===== config.mk =====
export PLATFORM = sky130hd
export DESIGN_NAME = fcs_check_sequencer
export DESIGN_NICKNAME = d
export VERILOG_FILES = /design/src/rtl/fcs_check_sequencer.sv
export SDC_FILE = /design/constraint.sdc
export NUM_CORES = 1
export LEC_CHECK = 0
export CAP_MARGIN = 20
export CORE_UTILIZATION = 55
export CTS_CLUSTER_SIZE = 40
export DETAILED_ROUTE_END_ITERATION = 10
export GPL_TIMING_DRIVEN = 0
export PLACE_DENSITY = 0.78
export REMOVE_ABC_BUFFERS = 1
export SLEW_MARGIN = 30
export SYNTH_ARGS = -nofsm -noshare
export SYNTH_HDL_FRONTEND = slang
export SYNTH_SLANG_ARGS = --single-unit
export TNS_END_PERCENT = 1

===== constraint.sdc =====
create_clock -name clk -period 4.2 [get_ports clk]
set_input_delay 1.26 -clock clk [delete_from_list [all_inputs] [get_ports clk]]
set_output_delay 1.26 -clock clk [all_outputs]
set_load 0.02 [all_outputs]

===== src/rtl/fcs_check_sequencer.sv =====
// Front-end sequencer for the byte-serial FCS checker: four-byte delay line,
// start/end framing pulses, verdict sampling and one status record per frame.
//
// state | meaning
// IDLE  | waiting for byte 0 of a frame
// RECV  | accepting frame bytes into the delay line
// DRAIN | flushing the delay line, raising end-of-frame, waiting for the verdict
// GAP   | one-cycle status publish, input held off
module fcs_check_sequencer #(
    parameter int MIN_LEN = 64,
    parameter int MAX_LEN = 1518
) (
    input  logic        clk,
    input  logic        reset_n,
    input  logic        in_valid,
    input  logic [7:0]  in_data,
    input  logic        in_last,
    output logic        in_ready,
    output logic        chk_start_of_frame,
    output logic        chk_end_of_frame,
    output logic [7:0]  chk_data,
    input  logic        chk_fcs_error,
    output logic        res_valid,
    output logic        res_ok,
    output logic        res_fcs_err,
    output logic        res_runt,
    output logic        res_giant,
    output logic        res_abort,
    output logic [15:0] res_len
);

    typedef enum logic [1:0] {IDLE, RECV, DRAIN, GAP} state_t;

    localparam logic [15:0] MIN_L = 16'(MIN_LEN);
    localparam logic [15:0] MAX_L = 16'(MAX_LEN);

    state_t           state_q, state_d;
    logic [3:0][7:0]  dly_q, dly_d;
    logic [3:0]       sof_q, sof_d;
    logic [15:0]      len_q, len_d;
    logic [2:0]       floor_q, floor_d;
    logic [1:0]       tmr_q, tmr_d;
    logic             eof_seen_q, eof_seen_d;
    logic             abort_q, abort_d;
    logic             ok_q, ok_d, fe_q, fe_d, runt_q, runt_d;
    logic             giant_q, giant_d, ab_q, ab_d;
    logic [15:0]      rlen_q, rlen_d;
    logic             eof_fire, is_runt, is_giant, fe_eff;

    assign is_runt  = len_q < MIN_L;
    assign is_giant = len_q > MAX_L;
    assign fe_eff   = chk_fcs_error & ~is_runt & ~abort_q;

    always_comb begin
        state_d    = state_q;
        dly_d      = {dly_q[2:0], 8'h00};
        sof_d      = {sof_q[2:0], 1'b0};
        len_d      = len_q;
        floor_d    = (floor_q != 3'd0) ? floor_q - 3'd1 : floor_q;
        tmr_d      = (tmr_q != 2'd0) ? tmr_q - 2'd1 : tmr_q;
        eof_seen_d = eof_seen_q;
        abort_d    = abort_q;
        ok_d       = ok_q;
        fe_d       = fe_q;
        runt_d     = runt_q;
        giant_d    = giant_q;
        ab_d       = ab_q;
        rlen_d     = rlen_q;
        in_ready   = 1'b0;
        res_valid  = 1'b0;
        eof_fire   = 1'b0;
        case (state_q)
            IDLE: begin
                in_ready = 1'b1;
                if (in_valid) begin
                    dly_d[0]   = in_data;
                    sof_d[0]   = 1'b1;
                    len_d      = 16'd1;
                    // floor_q reaches zero at t0+8, the earliest legal end-of-frame
                    floor_d    = 3'd7;
                    eof_seen_d = 1'b0;
                    abort_d    = 1'b0;
                    state_d    = in_last ? DRAIN : RECV;
                end
            end
            RECV: begin
                in_ready = 1'b1;
                if (in_valid) begin
                    dly_d[0] = in_data;
                    if (len_q != 16'hFFFF) len_d = len_q + 16'd1;
                    if (in_last) state_d = DRAIN;
                end else begin
                    abort_d  = 1'b1;
                    eof_fire = (floor_q == 3'd0);
                    state_d  = DRAIN;
                end
            end
            DRAIN: begin
                eof_fire = ~eof_seen_q & (floor_q == 3'd0);
                if (eof_seen_q && tmr_q == 2'd0) begin
                    fe_d    = fe_eff;
                    runt_d  = is_runt;
                    giant_d = is_giant;
                    ab_d    = abort_q;
                    ok_d    = ~(fe_eff | is_runt | is_giant | abort_q);
                    rlen_d  = len_q;
                    state_d = GAP;
                end
            end
            GAP: begin
                res_valid = 1'b1;
                state_d   = IDLE;
            end
            default: state_d = IDLE;
        endcase
        if (eof_fire) begin
            eof_seen_d = 1'b1;
            tmr_d      = 2'd3;
        end
    end

    always_ff @(posedge clk or negedge reset_n) begin
        if (!reset_n) begin
            state_q    <= IDLE;
            dly_q      <= '0;
            sof_q      <= '0;
            len_q      <= '0;
            floor_q    <= '0;
            tmr_q      <= '0;
            eof_seen_q <= 1'b0;
            abort_q    <= 1'b0;
            ok_q       <= 1'b0;
            fe_q       <= 1'b0;
            runt_q     <= 1'b0;
            giant_q    <= 1'b0;
            ab_q       <= 1'b0;
            rlen_q     <= '0;
        end else begin
            state_q    <= state_d;
            dly_q      <= dly_d;
            sof_q      <= sof_d;
            len_q      <= len_d;
            floor_q    <= floor_d;
            tmr_q      <= tmr_d;
            eof_seen_q <= eof_seen_d;
            abort_q    <= abort_d;
            ok_q       <= ok_d;
            fe_q       <= fe_d;
            runt_q     <= runt_d;
            giant_q    <= giant_d;
            ab_q       <= ab_d;
            rlen_q     <= rlen_d;
        end
    end

    assign chk_start_of_frame = sof_q[3];
    assign chk_end_of_frame   = eof_fire;
    assign chk_data           = dly_q[3];
    assign res_ok             = ok_q;
    assign res_fcs_err        = fe_q;
    assign res_runt           = runt_q;
    assign res_giant          = giant_q;
    assign res_abort          = ab_q;
    assign res_len            = rlen_q;

endmodule


==> results by group <==
Die
  – Core area: between 5000 and 6000 um^2
  – Die height: ~78 um
  – Effective utilization at floorplan: approximately 58%
  – FP Rows: 27
  – Die footprint: slightly above 6000 um^2
  – Die extent in x: slightly below 80 um
  – IO Count: 46

Critical path
  – Critical Setup Path Class: input port to primary output
  – Critical Path Source: in_valid
  – CP top delay family: buffers and inverters
  – Worst Setup End Kind: primary output
  – CP required: 2.94 ns
  – R2R Path Start: state_q[1]$_DFFE_PN0P_
  – Slowest stage cell, crit path: clkdlybuf4s50_1
  – Critical path buffers and inverters: 3
  – Crit Path Max Fanout: 8
  – CP peak stage delay: ~0.53 ns
  – Worst path cell trace: clkdlybuf4s50_1 -> o22ai_1 -> nand3_1 -> inv_1 -> dlymetal6s2s_1
  – Critical Path AT: 2.46 ns
  – Startpoint types: input port

STA
  – Tmin final: ~3.7 ns
  – Worst-margin pin slew: around 0.9 ns
  – FMAX: approximately 270 MHz
  – Tcrit/Tclk final: about nine tenths
  – Max-Slew Margin vs Limit: about two fifths
  – Worst Skew: ~0.0044 ns
  – Number of hold violations in the final report: 0
  – Max Slew Vio Count: 0
  – Unrepaired setup endpoints after global routing: false
  – Final setup margin: ~0.48 ns
  – Setup-failing EPs final: 0

Logic synthesis
  – Syn Area/Cell: between 10 and 15 um^2
  – Top FF cell, synth: dfrtp_1
  – Sequential cell area fraction in the yosys report: 63.8%
  – Ys async rst share: 100%
  – Yosys warning count: 0
  – Cell Area, Synth: ~3200 um^2
  – Flops & latches, synth: between 80 and 90
  – Syn Inst Count: about 260
  – Post-synth EDFFs: 0
  – Synth unique cells: 44

Power
  – Cell Int Power: 1.50 mW
  – Clock power share: 25.1%
  – Switching Fraction: ~32%
  – Leakage: around 1.8 nW
  – VDD IR max: between 400 and 500 uV
  – Logic pwr share: ~27%
  – Sequential Power Share: 47.5%
  – Sw power: ~0.71 mW
  – Pwr Density: about 560 nW/um^2

Clocking
  – Htree depth: 3
  – Post-CTS setup buffers: 0
  – Post-CTS resize count: 0
  – Clock sink count: slightly above 80
  – Root buffer cell: clkbuf_8
  – Clock Pin Slew Worst Setup and Hold Paths: 0.08 ns
  – Clk_lat worst skew: between 0.3 and 0.4 ns
  – Hold Buf Count CTS: 0
  – CTS tree: done
  – Total CTS buffers: 9
  – Bufs on Longest Clock Path: 2

Finish
  – Fillcell total: 416
  – Seq. cell area: between 2000 and 2500 um^2
  – Layout cells sized above 1: 11.6%
  – # diodes: 0
  – Most frequent cells in the layout: dfrtp_1 (82), clkdlybuf4s50_1 (43), nand2_1 (28)
  – Layout Cells excl Fill: 390
  – Multi-input combinational cell area: ~1100 um^2
  – Nets: ~330
  – P&R area growth vs syn: 23.0%
  – Most common cell after layout, fill and taps aside: dfrtp_1

Routing
  – # DRC: 0
  – Initial DRC Count: between 100 and 150
  – Final WL: a little over 6000 um
  – Routed len/inst: about 15 um
  – Via density: about 5.7
  – Drt pass-1 iters: 4
  – DR vias: about 2200
  – Antenna violation net count after detailed routing: 0

Placement
  – Final HPWL from detailed placement: between 4000 and 5000 um
  – Place WS: between 0.1 and 0.15 ns
  – Port bufs: 45
  – Gpl congestion: between 0.8 and 0.9
  – Placed insts: between 300 and 400

Global route
  – Total track usage: 22.6%
  – First-pass GRT wire length: around 10000 um
  – Initial antenna violation count: 0
  – Largest net degree at the start of global routing: 43
  – Grt ovf: 0
  – Vias in the first global route: 2167

Run status
  – Status: complete, no violations

Flow run
  – Maxcap violations: 0

Min path
  – Worst min-delay path startpoint: dly_d[20]$_DFF_PN0_
  – Type of the worst min-delay path: flop to flop
## cell families (layout without fill, tap and decap cells)
| family | after synthesis | after routing | synth area share, % |
|---|---|---|---|
| xor gates and xnor gates | 2 | 2 | 0.545 |
| DFF | 82 | 82 | 63.8 |
| adders and majority gates | 8 | 8 | 3.11 |
| AOI/OAI and AO/OA | 48 | 48 | 9.72 |
| and+or+nand+nor | 82 | 82 | 13.7 |
| muxes | 19 | 19 | 6.50 |
| buffers and inverters | 21 | 77 | 2.61 |
## cells in the mapped netlist, types with 2 or more instances
| cell type | number | area (um^2) |
|---|---|---|
| dfrtp_1 | 82 | 2050 |
| nand2_1 | 28 | 105 |
| inv_1 | 15 | 56.3 |
| mux2_2 | 15 | 169 |
| o21ai_0 | 13 | 65.1 |
| a21oi_1 | 11 | 55.1 |
| nand4_1 | 9 | 56.3 |
| and2_1 | 8 | 50.1 |
| ha_1 | 8 | 100 |
| nand3_1 | 8 | 40.0 |
| nor2_1 | 6 | 22.5 |
| clkbuf_1 | 4 | 15.0 |
| mux2i_1 | 4 | 40.0 |
| o31ai_1 | 4 | 30.0 |
| o41ai_1 | 4 | 35.0 |
| or4_1 | 4 | 30.0 |
| and4_1 | 3 | 26.3 |
| nor4_1 | 3 | 18.8 |
| o311ai_0 | 3 | 26.3 |
| or3_1 | 3 | 18.8 |
| nor3_1 | 2 | 10.0 |
| o211ai_1 | 2 | 15.0 |
| o22ai_1 | 2 | 12.5 |
## layer usage
| layer | share of wire (%) | wire length (um) | up-vias | global-route usage (%) |
|---|---|---|---|---|
| met1 | 44 | 2640 | 1104 | 30.2 |
| met2 | 49 | 2980 | 74 | 34.6 |
| met3 | 5.4 | 324 | 11 | 5.23 |
| li1 | - | - | 1047 | - |
| met4 | 1.4 | 86 | 0 | 11.5 |
| met5 | 0 | 0 | - | 0 |
## final timing paths
path,end,slack [ns],cells past startpoint
min in group asynchronous,chk_data[7]$_DFF_PN0_,0.89,1
min,dly_d[28]$_DFF_PN0_,0.35,0
max,chk_end_of_frame,0.48,5
max reg2reg,len_q[15]$_DFFE_PN0P_,1.50,6
max in group asynchronous,res_len[14]$_DFFE_PN0P_,2.73,2
min reg2reg,dly_d[28]$_DFF_PN0_,0.35,0
## state kept, by name (all words and copies together) (netlist names), 2 cells and up
signal    cells
res_len      16
tmr_q         2
dly_d        24
len_q        16
chk_data      8
state_q       2
floor_q       3
sof_q         4
## area by class of cell
class | instances | area share, %
sequential | 82 | 51.8
multi-input combinational | 159 | 27.7
timing repair buffer | 46 | 11.9
clock buffer | 11 | 3.32
tap | 72 | 2.28
clock inverter | 5 | 1.58
inverter | 15 | 1.42
## power by group through the flow
stage	clock, mW	sequential, mW	combinational (mW)
floorplan	0	1.10	0.314
global placement	0	1.05	0.579
detailed placement	0	1.07	0.605
CTS	0.572	1.05	0.610
global route	0.602	1.07	0.678
finish	0.555	1.05	0.606
## metrics by stage
stage / utilization, % / area, um^2 / total power [mW] / TNS [ns] / hold WS (ns)
global route: 71.0 / 3960 / 2.35 / 0 / 0.357
global placement: 66.9 / 3730 / 1.63 / -72.68 / 0.331
floorplan: - / 3190 / 1.41 / 0 / 0.331
detailed placement: 67.4 / 3760 / 1.67 / 0 / 0.335
finish: 71.0 / 3960 / 2.21 / 0 / 0.352
CTS: 70.9 / 3950 / 2.23 / 0 / 0.354
No activity file was read; power rests on OpenSTA's default activity.
